===== src/rtl/uart_tx.sv =====
// Serial UART transmitter: valid/ready word intake, then start bit, LSB-first data,
// optional parity and stop bit(s) on a single registered line that idles high.
module uart_tx #(
  parameter int unsigned CLKS_PER_BIT = 434,
  parameter int unsigned BITS_N       = 8,
  parameter int unsigned PARITY_TYPE  = 0,
  parameter int unsigned STOP_BITS    = 1
) (
  input  logic              clk,
  input  logic              reset,
  input  logic [BITS_N-1:0] data_tx,
  input  logic              valid,
  output logic              tx_ready,
  output logic              uart_out
);

  localparam int unsigned CLK_W = $clog2(CLKS_PER_BIT);
  localparam int unsigned BIT_W = $clog2(BITS_N + 1);

  localparam logic [CLK_W-1:0] LAST_CLK  = CLK_W'(CLKS_PER_BIT - 1);
  localparam logic [BIT_W-1:0] LAST_DATA = BIT_W'(BITS_N - 1);
  localparam logic [BIT_W-1:0] LAST_STOP = BIT_W'(STOP_BITS - 1);
  localparam logic             ODD_PAR   = (PARITY_TYPE == 1);
  localparam bit               HAS_PAR   = (PARITY_TYPE != 0);

  typedef enum logic [2:0] {
    IDLE,
    START,
    DATA,
    PARITY,
    STOP
  } state_t;

  state_t             state_q,    state_d;
  logic [CLK_W-1:0]   clk_cnt_q,  clk_cnt_d;
  logic [BIT_W-1:0]   bit_cnt_q,  bit_cnt_d;
  logic [BITS_N-1:0]  shreg_q,    shreg_d;
  logic               parity_q,   parity_d;
  logic               uart_out_q, uart_out_d;
  logic               tx_ready_q, tx_ready_d;
  logic               bit_end;

  assign bit_end  = (clk_cnt_q == LAST_CLK);
  assign uart_out = uart_out_q;
  assign tx_ready = tx_ready_q;

  // Next-state logic also computes the next line level, so both outputs leave a flop.
  always_comb begin
    // NOTE: every signal gets a default first so no path can infer a latch.
    state_d    = state_q;
    clk_cnt_d  = clk_cnt_q + CLK_W'(1);
    bit_cnt_d  = bit_cnt_q;
    shreg_d    = shreg_q;
    parity_d   = parity_q;
    uart_out_d = uart_out_q;
    tx_ready_d = tx_ready_q;

    unique case (state_q)
      IDLE: begin
        clk_cnt_d  = '0;
        bit_cnt_d  = '0;
        uart_out_d = 1'b1;
        tx_ready_d = 1'b1;
        if (valid && tx_ready_q) begin
          state_d    = START;
          shreg_d    = data_tx;
          parity_d   = (^data_tx) ^ ODD_PAR;
          uart_out_d = 1'b0;
          tx_ready_d = 1'b0;
        end
      end

      START: begin
        if (bit_end) begin
          state_d    = DATA;
          clk_cnt_d  = '0;
          bit_cnt_d  = '0;
          uart_out_d = shreg_q[0];
        end
      end

      DATA: begin
        if (bit_end) begin
          clk_cnt_d = '0;
          if (bit_cnt_q == LAST_DATA) begin
            bit_cnt_d = '0;
            if (HAS_PAR) begin
              state_d    = PARITY;
              uart_out_d = parity_q;
            end else begin
              state_d    = STOP;
              uart_out_d = 1'b1;
            end
          end else begin
            bit_cnt_d  = bit_cnt_q + BIT_W'(1);
            shreg_d    = shreg_q >> 1;
            uart_out_d = shreg_q[1];
          end
        end
      end

      PARITY: begin
        if (bit_end) begin
          state_d    = STOP;
          clk_cnt_d  = '0;
          bit_cnt_d  = '0;
          uart_out_d = 1'b1;
        end
      end

      STOP: begin
        // The bit counter tallies stop bits, so the clock counter never exceeds one bit time.
        if (bit_end) begin
          clk_cnt_d = '0;
          if (bit_cnt_q == LAST_STOP) begin
            state_d    = IDLE;
            bit_cnt_d  = '0;
            tx_ready_d = 1'b1;
          end else begin
            bit_cnt_d = bit_cnt_q + BIT_W'(1);
          end
        end
      end

      default: begin
        state_d    = IDLE;
        clk_cnt_d  = '0;
        bit_cnt_d  = '0;
        uart_out_d = 1'b1;
        tx_ready_d = 1'b1;
      end
    endcase
  end

  // NOTE: state registers use non-blocking assignments so every flop samples pre-edge values.
  always_ff @(posedge clk or negedge reset) begin
    if (!reset) begin
      state_q    <= IDLE;
      clk_cnt_q  <= '0;
      bit_cnt_q  <= '0;
      // NOTE: the data path is reset too; it is small and keeps post-reset state deterministic.
      shreg_q    <= '0;
      parity_q   <= 1'b0;
      uart_out_q <= 1'b1;
      tx_ready_q <= 1'b1;
    end else begin
      state_q    <= state_d;
      clk_cnt_q  <= clk_cnt_d;
      bit_cnt_q  <= bit_cnt_d;
      shreg_q    <= shreg_d;
      parity_q   <= parity_d;
      uart_out_q <= uart_out_d;
      tx_ready_q <= tx_ready_d;
    end
  end

endmodule


===== config.mk =====
export PLATFORM = sky130hd
export DESIGN_NAME = uart_tx
export DESIGN_NICKNAME = d
export VERILOG_FILES = /design/src/rtl/uart_tx.sv
export SDC_FILE = /design/constraint.sdc
export NUM_CORES = 1
export LEC_CHECK = 0
export ABC_CLOCK_PERIOD_IN_PS = 1700
export BUFFER_PORTS_ARGS = -buffer_cell sky130_fd_sc_hd__buf_4
export CORE_MARGIN = 5
export CORE_UTILIZATION = 47
export CTS_BUF_LIST = sky130_fd_sc_hd__clkbuf_2 sky130_fd_sc_hd__clkbuf_4 sky130_fd_sc_hd__clkbuf_8
export CTS_CLUSTER_SIZE = 14
export DETAILED_ROUTE_END_ITERATION = 8
export GPL_TIMING_DRIVEN = 0
export HOLD_SLACK_MARGIN = 0.12
export PLACE_DENSITY_LB_ADDON = 0.15
export SKIP_LAST_GASP = 1
export SYNTH_ARGS = -nofsm -noshare
export SYNTH_HDL_FRONTEND = slang
export SYNTH_SLANG_ARGS = --single-unit

===== constraint.sdc =====
create_clock -name clk -period 1.7 [get_ports clk]
set_input_delay 0.085 -clock clk [delete_from_list [all_inputs] [get_ports clk]]
set_output_delay 0.085 -clock clk [all_outputs]
set_load 0.02 [all_outputs]

Yosys cells after proc, flatten, opt, wreduce, memory -nomap -nowiden
Cells that the tools add are included.
- flip-flop bits (word level): 26
- bits of input ports: 11
- output and inout port bits: 2
- word-level logic and storage cells: 66
- add/subtract/negate cells: 2
- eq/ne operators: 15
- mux-type cells: 29
- bitwise gates (word level): 2
- reduce and logical (&&, ||, !) cells: 12
- operators by type and width (operator ; number):
    $mux 8 ; 3
    $mux 3 ; 7
    $mux 4 ; 5
    $mux 9 ; 2
    $ne 2x2->1 const B ; 8
    $pmux 8 s2 ; 1
    $pmux 3 s5 ; 1
    $pmux 4 s3 ; 1
    $add 9x1->9 const B ; 1
    $eq 9x9->1 const B ; 1
    $reduce_and 4->1 ; 2
    $mux 1 ; 7
    $reduce_and 7->1 ; 1
    $eq 3x2->1 const B ; 2
    $reduce_and 3->1 ; 2
    $pmux 1 s5 ; 1
    $add 4x1->4 const B ; 1
    $eq 4x3->1 const B ; 1
    $logic_not 4->1 ; 1
    $reduce_or 4->1 ; 1
    $eq 3x1->1 const B ; 1
    $eq 3x3->1 const B ; 1
    $logic_not 3->1 ; 1
    $pmux 1 s3 ; 1
    other kinds (6) ; 7

Longest topological paths before layout
- depth in word-level cells: 4
- gate-level depth with buffers: 6
- mapped depth without buffers: 6

Worst setup path before layout
OpenSTA, ideal clock, no wires.
- path type: reg-to-reg
- start: register clk_cnt_q[3]
- end: register shreg_q[0]
- library setup time: 0.125 ns
- arrival time: 1.576 ns
- required time: 1.575 ns
- setup slack: -0.001 ns
- cell stages (with the launch flop): 5
- buffers on the path: 0
- period minus slack after synthesis: 1.701 ns
- cells stage by stage: dfrtp_1 -> or4b_4 -> nor2_8 -> a31oi_4 -> mux2_2
- longest elaborated chain between the ends: 3
- ends and longest elaborated chain (what ; line ; source):
    start: declaration ; 35 ; logic [CLK_W-1:0] clk_cnt_q, clk_cnt_d;
    start signal: assignment ; 148 ; clk_cnt_q <= clk_cnt_d;
    $eq 9x9->1 ; 43 ; assign bit_end = (clk_cnt_q == LAST_CLK);
    $ne 2x2->1 (no line) ; -- ;
    $reduce_and 4->1 (no line) ; -- ;
    end signal: assignment ; 150 ; shreg_q <= shreg_d;
    end: declaration ; 37 ; logic [BITS_N-1:0] shreg_q, shreg_d;
Every way passes these cells.
A chain may end at the register's enable or synchronous reset.

Worst setup path after layout
Same ends and word-level chain as after synthesis.

==> flow_results.org <==
** Route
- After detailed routing, the number of remaining DRC violations is 0.
- In the routed layout, each cell is associated on average with a via count of 5.278.
- The first detailed-routing pass took 4 iterations.
- The count of nets left with antenna violations once routing finished came out at 0.
- Violation count after the first detailed-route iteration :: 63
- Wire length per cell after detailed routing :: about 14 µm
- Total via count after detailed routing :: about 1.1k
- Aggregate routed wire length :: 2953 µm

** Floorplanning
- Once the floorplan was initialized, standard cells occupied between 40% and 50% of the core.
- Die ar. :: approximately 4400 µm²
- Core area :: around 3000 µm²
- From bottom edge to top edge, the die measures approximately 66 µm.
- The initialized floorplan defines 20 standard-cell rows.
- X dimension of the die :: around 66 µm
- In this run the count of I/O pins placed on the die edge is 13.

** Layout
- Cells with a size suffix above 1 make up between 30% and 40% of the layout.
- The final layout contains roughly 180 nets.
- Compared with the post-synthesis result, the final layout area differs by 24.75%.
- Antenna diode count :: 0

** Power
- Power share of the combinational group :: roughly 38%
- The share of total power dissipated in sequential elements is 46.0%.
- Total Power :: about 1.9 mW
- Switch share :: a little under a third
- Static Leakage :: ~0.8 nW
- For this design the ratio of total power to cell area is around 1000 nW/µm².
- Switching Power :: approximately 0.61 mW
- Maximum vdd drop :: 0.6550 mV
- The internal portion of the total power is ~1.3 mW.
- The clock network accounts for between 10% and 20% of the total power.

** Timing
- Minimum clock period after layout :: between 1.5 and 2 ns
- Post-route clock skew :: approximately 0.003 ns
- Setup repair after global routing could not meet its margin everywhere.
- Derived from the worst setup path, the maximum achievable clock frequency is roughly 0.57 GHz.
- Setup violations remaining at the end of the flow were counted as 7.
- Least setup slack across all paths after layout :: -0.05365 ns
- Transition time at the pin with the least slew margin :: about 0.52 ns
- Final total negative setup slack :: -0.3129 ns
- Final worst path period share :: 103.2%
- Number of pins exceeding their max-slew limit in the final report :: 0
- Measured against its own limit, the worst slew margin works out to 64.67%.
- The final count of hold timing violations came to 0.

** Clock tree
- The later pin in the worst-skew pair is clocked with a latency of between 0.3 and 0.4 ns.
- Worst-case clock buffer depth :: 2
- Clock-pin slew reported for the worst setup and hold paths after clock tree synthesis :: between 0.1 and 0.15 ns
- The clock drives 26 sinks.
- Maximum level of the CTS H-tree :: 1
- Clock tree synthesis inserted a total of 3 buffers.
- Root buffer selected by CTS :: clkbuf_4
- TritonCTS built the clock tree.

** Synthesis
- Portion of the post-synthesis area used by sequential elements :: approximately 44%
- Cell count after synthesis :: roughly 140
- Share of flip-flops with an asynchronous set or reset after synthesis :: 100.0%
- Predominant post-synthesis flop cell :: dfrtp_1
- The synthesized design contains 26 register bits.
- Netlist area before placement :: 1481 µm²
- Number of distinct library cells after synthesis :: between 40 and 50
- The number of nets handed over by synthesis was 150.
- Average cell area after synthesis :: around 11 µm²
- Number of synthesized flops with an enable pin :: 0
- The Yosys step of the flow raised 0 warnings.

** Critical path
- Type of origin of the critical path :: flop
- Data on the critical path is required at its endpoint by between 1.5 and 2 ns.
- Slowest cell on the critical path :: or4b_4
- The number of cells on the worst reg-to-reg path is 4.
- The critical path goes through or4b_4 > nor2_8 > a31oi_4 > mux2_2.
- Along the worst path, the maximum fanout reaches 8.
- Endpoint type of the worst setup path :: flop
- Critical Path Start :: clk_cnt_q[3]
- The worst register-to-register path ends at shreg_q[0].
- R2r startpoint :: clk_cnt_q[3]
- Worst reg2reg setup slack :: -0.05 ns
- Crit path arrival time :: roughly 2.0 ns
- Critical Setup Path Class :: reg2reg
- In this design, the stage delay of the slowest critical-path cell is roughly 0.60 ns.

** Global routing
- Total global routing track utilization :: approximately 15%
- Initial antenna violation count :: 0
- Wire length of the first global-routing pass :: 5188 µm
- Entering global routing, the biggest net connects 27 pins.
- Via count of the first global-routing pass :: between 1k and 1.5k
- Gr ovfl total :: 0

** Placed design
- Final weighted congestion in routability-driven placement :: 0.7947
- The count of buffers added on input and output ports is 12.
- Once detailed placement completed, the half-perimeter wirelength came to between 1500 and 2000 µm.

** Min path
- Kind of path behind the tightest hold check :: in2async

** Run status
- The run finished, with violations left.
- Violated checks :: negative setup slack

** Job
- Number of max-capacitance violations reported :: 0
[synth_stat cells (3+ instances only)]
library cell  count  share of area [%]
dfrtp_1          24                 41
mux2_2           15                 11
nor2_1           11                2.8
inv_1             7                1.8
nand2_1           7                1.8
a21oi_1           6                2.0
nand3_1           5                1.7
ha_1              4                3.4
o21ai_0           4                1.4
xnor2_1           4                2.4
clkbuf_8          3                2.8
nand2b_1          3                1.3
nor3b_1           3                1.5
[per-layer routing]
| metal | up-vias | global-route usage, % | part of all wire (%) |
|---|---|---|---|
| met4 | 0 | 4.822 | 0.71 |
| met3 | 2 | 2.891 | 2.8 |
| met2 | 16 | 27.63 | 52 |
| met5 | - | 0 | 0 |
| li1 | 552 | - | - |
| met1 | 549 | 18.02 | 45 |
[cells by family after synthesis]
family	synth area share, %
buf+inv	5.659
simple gates	17.40
xor+xnor	3.547
compound gates	13.18
mux	12.75
fa+ha+maj	3.379
flops	44.09
[repair_timing]
item / 4_1_cts / 5_1_grt
hold buffers: 9 / 0
resized for setup: 4 / 4
endpoints found under the setup margin: 22 / 25
pin swaps: 2 / 2
hold endpoints to repair: 34 / 0
buffers inserted: 4 / 4
[power groups by stage]
stage / Clock (mW) / Sequential (mW) / Combinational (mW)
floorplan: 0 / 0.896 / 0.461
global placement: 0 / 0.882 / 0.631
detailed placement: 0 / 0.891 / 0.645
CTS: 0.333 / 0.879 / 0.690
global route: 0.359 / 0.911 / 0.792
finish: 0.314 / 0.881 / 0.718
[cells in the final DEF, fill, tap and decap left out, drive strengths merged, types with 3 or more instances in the layout]
cell type,netlist,layout
buf,2,22
clkbuf,3,7
o21ai,4,4
mux2,15,15
dlygate4sd3,0,9
nand2b,3,3
inv,7,7
nor3b,3,3
nand2,7,7
xnor2,4,4
dfrtp,24,24
ha,4,4
a21oi,6,6
nand3,5,5
nor2,12,12
[critical path: cells and delay by family, from the launching register on]
family	cells	cell delay [ns]
AO/OA/AOI/OAI	1	0.16
AND/OR/NAND/NOR	2	0.75
flip-flops	1	0.43
multiplexers	1	0.31
[cell type report]
class	instances	area (µm²)
clock buffer	4	36.28
fill	260	1180
sequential	26	653.1
buffer	5	63.81
inverter	7	26.28
multi-input combinational	97	773.2
timing repair buffer	29	240.2
tap	44	55.05
[registers in the layout, indices dropped and copies added (netlist names)]
name / flops
clk_cnt_q: 9
shreg_q: 8
bit_cnt_q: 4
state_q: 3
tx_ready: 1
uart_out: 1
[worst max-delay path by stage]
stage | end | slack (ns)
4_1_cts | shreg_q[1] | -0.05
6_report | shreg_q[0] | -0.05
5_1_grt | shreg_q[2] | -0.09
3_3_place_gp | bit_cnt_q[2] | -0.15
3_5_place_dp | bit_cnt_q[2] | -0.17
2_1_floorplan | shreg_q[0] | 0.004
[stage by stage]
step | hold slack, ns | area (µm²) | utilization (%) | worst slack (ns) | instances
after floorplan | -0.2106 | 1481 | - | 0.003575 | 135
after global placement | 0.01305 | 1627 | 53.72 | -0.1458 | 191
after detailed placement | 0.02026 | 1627 | 53.72 | -0.1703 | 191
after CTS | 0.1929 | 1804 | 59.59 | -0.05376 | 208
after global routing | 0.2044 | 1848 | 61.03 | -0.09180 | 212
final | 0.1887 | 1848 | 61.03 | -0.05365 | 212
(Power assumes the default switching activity.)
